[src/rtl/csa_nibble_sequencer_pkg.sv]
// Shared constants and types for the nibble-serial carry-select adder sequencer.
package csa_nibble_sequencer_pkg;

    localparam int unsigned NIBBLE_W = 4;

    typedef enum logic [1:0] {
        ST_IDLE = 2'd0,
        ST_ADD  = 2'd1,
        ST_DONE = 2'd2
    } state_t;

    // Width of the nibble index for a given operand width (never narrower than 1 bit).
    function automatic int unsigned nib_idx_w(input int unsigned width);
        int unsigned n;
        n = width / NIBBLE_W;
        return (n <= 1) ? 1 : $clog2(n);
    endfunction

endpackage

[src/rtl/csa_nibble_sequencer_csa4.sv]
// 4-bit carry-select adder slice: ripple low pair, upper pair precomputed for both carries.
module csa_nibble_sequencer_csa4
    import csa_nibble_sequencer_pkg::*;
(
    input  logic [NIBBLE_W-1:0] i_a,
    input  logic [NIBBLE_W-1:0] i_b,
    input  logic                i_cin,
    output logic [NIBBLE_W-1:0] o_sum_c,
    output logic                o_cout_c
);

    logic [2:0] w_lo;
    logic [2:0] w_hi0;
    logic [2:0] w_hi1;
    logic [2:0] w_hi;

    // Low pair ripples from the incoming carry; upper pair is computed for both carry values.
    always_comb begin
        w_lo  = {1'b0, i_a[1:0]} + {1'b0, i_b[1:0]} + {2'b00, i_cin};
        w_hi0 = {1'b0, i_a[3:2]} + {1'b0, i_b[3:2]};
        w_hi1 = {1'b0, i_a[3:2]} + {1'b0, i_b[3:2]} + 3'd1;
        w_hi  = w_lo[2] ? w_hi1 : w_hi0;
        o_sum_c  = {w_hi[1:0], w_lo[1:0]};
        o_cout_c = w_hi[2];
    end

endmodule

[src/rtl/csa_nibble_sequencer.sv]
// Two-requester wide adder that time-shares one 4-bit carry-select slice, LS nibble first.
module csa_nibble_sequencer
    import csa_nibble_sequencer_pkg::*;
#(
    parameter int unsigned WIDTH = 16
) (
    input  logic             i_clk,
    input  logic             i_rst,
    input  logic             i_req0_valid,
    input  logic [WIDTH-1:0] i_req0_a,
    input  logic [WIDTH-1:0] i_req0_b,
    input  logic             i_req0_cin,
    output logic             o_req0_ready_c,
    input  logic             i_req1_valid,
    input  logic [WIDTH-1:0] i_req1_a,
    input  logic [WIDTH-1:0] i_req1_b,
    input  logic             i_req1_cin,
    output logic             o_req1_ready_c,
    output logic             o_resp_valid,
    input  logic             i_resp_ready,
    output logic [WIDTH-1:0] o_resp_s,
    output logic             o_resp_cout,
    output logic             o_resp_id,
    output logic             o_busy
);

    localparam int unsigned NIBBLES = WIDTH / NIBBLE_W;
    localparam int unsigned KW      = nib_idx_w(WIDTH);
    localparam int unsigned BW      = KW + 2;

    state_t               r_state;
    logic                 r_last_grant;
    logic [KW-1:0]        r_k;
    logic                 r_carry;
    logic [WIDTH-1:0]     r_a;
    logic [WIDTH-1:0]     r_b;
    logic [WIDTH-1:0]     r_sum;
    logic                 r_cout;
    logic                 r_id;
    logic                 r_resp_valid;
    logic                 r_busy;

    logic                 w_grant0;
    logic                 w_grant1;
    logic                 w_ready0;
    logic                 w_ready1;
    logic [BW-1:0]        w_base;
    logic [NIBBLE_W-1:0]  w_a_nib;
    logic [NIBBLE_W-1:0]  w_b_nib;
    logic [NIBBLE_W-1:0]  w_slice_s;
    logic                 w_slice_cout;

    // Round-robin grant: a lone requester wins; on a tie the one not granted last wins.
    always_comb begin
        w_grant0 = i_req0_valid & (~i_req1_valid | r_last_grant);
        w_grant1 = i_req1_valid & (~i_req0_valid | ~r_last_grant);
        w_ready0 = ~i_rst & (r_state == ST_IDLE) & w_grant0;
        w_ready1 = ~i_rst & (r_state == ST_IDLE) & w_grant1;
    end

    // Select the current nibble of each captured operand for the shared slice.
    always_comb begin
        w_base  = {r_k, 2'b00};
        w_a_nib = r_a[w_base +: NIBBLE_W];
        w_b_nib = r_b[w_base +: NIBBLE_W];
    end

    csa_nibble_sequencer_csa4 u_slice (
        .i_a      (w_a_nib),
        .i_b      (w_b_nib),
        .i_cin    (r_carry),
        .o_sum_c  (w_slice_s),
        .o_cout_c (w_slice_cout)
    );

    // Sequencer: accept one operation, step the slice once per nibble, hold the result until taken.
    always_ff @(posedge i_clk or posedge i_rst) begin
        if (i_rst) begin
            r_state      <= ST_IDLE;
            r_last_grant <= 1'b1;
            r_k          <= '0;
            r_carry      <= 1'b0;
            r_a          <= '0;
            r_b          <= '0;
            r_sum        <= '0;
            r_cout       <= 1'b0;
            r_id         <= 1'b0;
            r_resp_valid <= 1'b0;
            r_busy       <= 1'b0;
        end else begin
            case (r_state)
                ST_IDLE: begin
                    if (w_ready0) begin
                        r_a          <= i_req0_a;
                        r_b          <= i_req0_b;
                        r_carry      <= i_req0_cin;
                        r_id         <= 1'b0;
                        r_last_grant <= 1'b0;
                        r_k          <= '0;
                        r_busy       <= 1'b1;
                        r_state      <= ST_ADD;
                    end else if (w_ready1) begin
                        r_a          <= i_req1_a;
                        r_b          <= i_req1_b;
                        r_carry      <= i_req1_cin;
                        r_id         <= 1'b1;
                        r_last_grant <= 1'b1;
                        r_k          <= '0;
                        r_busy       <= 1'b1;
                        r_state      <= ST_ADD;
                    end
                end
                ST_ADD: begin
                    r_sum[w_base +: NIBBLE_W] <= w_slice_s;
                    r_carry                   <= w_slice_cout;
                    if (r_k == KW'(NIBBLES - 1)) begin
                        r_k          <= '0;
                        r_cout       <= w_slice_cout;
                        r_resp_valid <= 1'b1;
                        r_state      <= ST_DONE;
                    end else begin
                        r_k <= r_k + KW'(1);
                    end
                end
                ST_DONE: begin
                    if (i_resp_ready) begin
                        r_resp_valid <= 1'b0;
                        r_busy       <= 1'b0;
                        r_state      <= ST_IDLE;
                    end
                end
                default: begin
                    r_state <= ST_IDLE;
                end
            endcase
        end
    end

    assign o_req0_ready_c = w_ready0;
    assign o_req1_ready_c = w_ready1;
    assign o_resp_valid   = r_resp_valid;
    assign o_resp_s       = r_sum;
    assign o_resp_cout    = r_cout;
    assign o_resp_id      = r_id;
    assign o_busy         = r_busy;

endmodule

[config.mk]
export PLATFORM = sky130hd
export DESIGN_NAME = csa_nibble_sequencer
export DESIGN_NICKNAME = d
export VERILOG_FILES = /design/src/rtl/csa_nibble_sequencer_pkg.sv /design/src/rtl/csa_nibble_sequencer_csa4.sv /design/src/rtl/csa_nibble_sequencer.sv
export SDC_FILE = /design/constraint.sdc
export NUM_CORES = 1
export LEC_CHECK = 0
export ABC_CLOCK_PERIOD_IN_PS = 6710
export CORE_MARGIN = 10
export CORE_UTILIZATION = 40
export DETAILED_ROUTE_END_ITERATION = 10
export PLACE_DENSITY = 0.71
export SETUP_SLACK_MARGIN = 0.15
export SYNTH_ARGS = -nofsm -noshare
export SYNTH_HDL_FRONTEND = slang
export SYNTH_SLANG_ARGS = --single-unit
[constraint.sdc]
create_clock -name i_clk -period 6.71 [get_ports i_clk]
set_input_delay 2.013 -clock i_clk [delete_from_list [all_inputs] [get_ports i_clk]]
set_output_delay 2.013 -clock i_clk [all_outputs]
set_load 0.02 [all_outputs]
==> flow_metrics.env <==
export IMPL_status="completed"
export IMPL_synth_async_sr_flop_share=1.00
export IMPL_filler_instances=660
export IMPL_fp_dieW_um=106
export IMPL_r2r_setup_slack_ns=3.52
export IMPL_area_growth_synth_to_final_pct=39.2
export IMPL_total_power_mw=1.88
export IMPL_globalplace_congestion=0.793
export IMPL_synthesis_yosys_warnings=0
export IMPL_synth_cell_types=34
export IMPL_die_height_um=106
export IMPL_ratio_of_cells_with_drive_above_1_in_the_final_layout=0.0887
export IMPL_rr_endpoint="o_resp_s[11]"
export IMPL_flip_flop_and_latch_count_after_synthesis=58
export IMPL_clk_latency_ns=0.32
export IMPL_initial_utilization=0.407
export IMPL_antenna_violating_nets_post_route=0
export IMPL_worst_path_maximum_fanout=3
export IMPL_post_synth_inst_count=312
export IMPL_path_clk_slew_ns=0.06
export IMPL_post_cts_resize_count=0
export IMPL_detail_route_vias_per_cell=4.89
export IMPL_power_density_cell_area_mw_per_mm2=460
export IMPL_synth_avg_cell_area_sq_um=9.41
export IMPL_tritoncts="done"
export IMPL_timing_hold_ws_ns=0.478
export IMPL_grt_pass1_wl_um=12600
export IMPL_holdCritStartpoint="o_resp_s[14]"
export IMPL_cts_max_path_buffers=2
export IMPL_synth_top_flop_cell="dfrtp_1"
export IMPL_critPathMaxStageDelay_ns=0.60
export IMPL_final_critical_path_setup_slack_ns=0.723
export IMPL_drt_pass1_iterations=4
export IMPL_post_place_cells=490
export IMPL_worstHoldPathCells=2
export IMPL_crit_buf_inv=3
export IMPL_synth_top_cell_area_share=0.486
export IMPL_grt_antenna_before_repair=0
export IMPL_synthesis_area_sq_mm=0.00294
export IMPL_cts_root_buffer="clkbuf_8"
export IMPL_placement_rows=31
export IMPL_proportion_of_synthesized_chip_area_in_sequential_cells=0.495
export IMPL_finalCoreUtilization=0.567
export IMPL_worst_min_delay_path_endpoint="o_resp_s[14]"
export IMPL_track_usage=0.136
export IMPL_r2r_cells=8
export IMPL_path_common_cell="clkdlybuf4s50_1"
export IMPL_timing_max_slew_rel_slack=0.479
export IMPL_ctsHtreeMaxLevel=3
export IMPL_core_area_sq_mm=0.00721
export IMPL_r2r_start="r_k[0]"
export IMPL_cp_top_family="buffers and inverters"
export IMPL_routedWlPerCell_um=15.0
export IMPL_max_cap_violations=0
export IMPL_max_slew_violation_count=0
export IMPL_final_routed_wirelength_um=7570
export IMPL_diodes=0
export IMPL_vias=2469
export IMPL_critical_path_required_ns=4.70
export IMPL_fin_crit_ns=5.99
export IMPL_first_iter_violations=116
export IMPL_timing_final_crit_share=0.892
export IMPL_fin_cells=505
export IMPL_post_cts_repair_setup_buffers=0
export IMPL_rsz0062_at_grt="no"
export IMPL_grt_ovfl_total=0
export IMPL_postCtsHoldBufs=0
export IMPL_maximum_number_of_pins_on_one_net_before_global_route_repair=69
export IMPL_yosys_cell_count_top_type="nand2_1"
export IMPL_ios=93
export IMPL_setup_worst_path_end_class="primary output"
export IMPL_fp_dieArea_sq_mm=0.0112
export IMPL_hold_class="reg -> reg"
export IMPL_port_buffer_count=92
export IMPL_tritoncts_num_sinks=58
export IMPL_ys_top_cells_by_count="nand2_1 (94), dfrtp_1 (57), nor2_1 (34)"
export IMPL_synth_net_count=394
export IMPL_finalSetupViolCount=0
export IMPL_critPathArrivalTime_ns=3.97
export IMPL_tritoncts_num_buffers=9
export IMPL_timing_final_hold_violations=0
export IMPL_synth_enable_flop_cells=0
export IMPL_crit_slowest_cell="clkdlybuf4s50_1"
export IMPL_cp_cell_sequence="clkdlybuf4s50_1 -> or3_1 -> or3_2 -> inv_1 -> clkdlybuf4s50_1"
export IMPL_layout_nets=484
export IMPL_remaining_drc_errors=0
export IMPL_max_vdd_ir_drop_uv=223
export IMPL_crit_path_start_kind="input pin"
export IMPL_synth_top_area_cell="dfrtp_1"
export IMPL_placed_cell_area_sq_mm=0.00392
export IMPL_cellLeakagePower_nw=1.78
export IMPL_post_synth_main_area_contributors="dfrtp_1 (49%), nand2_1 (12%), a31oi_1 (6.8%), mux4_2 (6.1%), nor2_1 (4.3%)"
export IMPL_grt_pass1_vias=2597
export IMPL_fin_setup_tns_ns=0
export IMPL_post_dp_hpwl_um=5670
export IMPL_fin_skew_ns=0.00633
export IMPL_final_cell_area_sq_mm=0.00409
export IMPL_max_clock_freq_mhz=167
export IMPL_dp_slack_ns=0.724
export IMPL_worstMarginPinSlew_ns=0.782
export IMPL_worst_setup_path_type="in -> out"
## cell usage in the layout (no fill, tap or decap), drive strengths merged, types with 2 or more instances in the layout
cell	count
nand2	94
clkdlybuf4s50	92
dfrtp	57
nor2	34
a31oi	32
inv	15
o31ai	14
clkbuf	12
mux4	8
ha	8
o21ai	7
buf	4
fa	3
clkinv	3
or3	3
nor2b	2
a21oi	2
## registers in the layout (all words and copies together), names as in the netlist
register	count
o_busy	1
r_b	16
r_a	16
r_carry	1
o_resp_s	16
o_resp_valid	1
r_last_grant	1
r_k	2
r_state	2
o_resp_id	1
o_resp_cout	1
## per-layer routing
layer / GRT usage / wire length, um / part of all wire / vias up
li1: - / - / - / 1243
met1: 0.171 / 3480 / 0.46 / 1149
met2: 0.214 / 3570 / 0.47 / 70
met3: 0.0512 / 473 / 0.062 / 7
met4: 0.0368 / 46 / 0.0061 / 0
met5: 0 / 0 / 0 / -
## cells by family (layout without fill, tap and decap cells)
kind of cell / count (synthesis) / in the layout / synth area share
xor gates and xnor gates: 2 / 2 / 0.00597
DFF: 58 / 58 / 0.495
buffers and inverters: 32 / 126 / 0.0516
adders and majority gates: 11 / 11 / 0.0545
AOI/OAI and AO/OA: 61 / 61 / 0.139
and+or+nand+nor: 139 / 139 / 0.189
muxes: 9 / 9 / 0.0652
## worst register-to-register path: stages, from the launching register on
cell,delay (ns)
dfrtp_1,0.85
mux4_2,0.61
ha_1,0.21
inv_1,0.06
fa_1,0.42
inv_1,0.07
ha_1,0.22
o21ai_0,0.45
o31ai_1,0.15
## power by group
| part | leakage, nW | internal, mW | switching (mW) |
|---|---|---|---|
| clock | 0.0920 | 0.150 | 0.128 |
| sequential | 0.713 | 0.515 | 0.124 |
| combinational | 0.972 | 0.428 | 0.533 |
## worst max path at each step
stage          start  slack (ns)  cells after the start              to
2_1_floorplan  i_rst        1.52                      5  o_req0_ready_c
3_3_place_gp   i_rst        0.76                      5  o_req0_ready_c
3_5_place_dp   i_rst        0.72                      5  o_req0_ready_c
4_1_cts        i_rst        0.72                      5  o_req0_ready_c
5_1_grt        i_rst        0.64                      5  o_req0_ready_c
6_report       i_rst        0.72                      5  o_req0_ready_c
## final cells by class
class / count / area, sq um / share of cell area
clock inverters: 3 / 15.0 / 0.00367
clock buffers: 12 / 155 / 0.0380
repair buffers: 96 / 951 / 0.233
well taps: 99 / 124 / 0.0303
flip-flops and latches: 58 / 1450 / 0.355
multi-input cells: 222 / 1330 / 0.326
inverters: 15 / 56.3 / 0.0138
No activity file was read; power rests on OpenSTA's default activity.
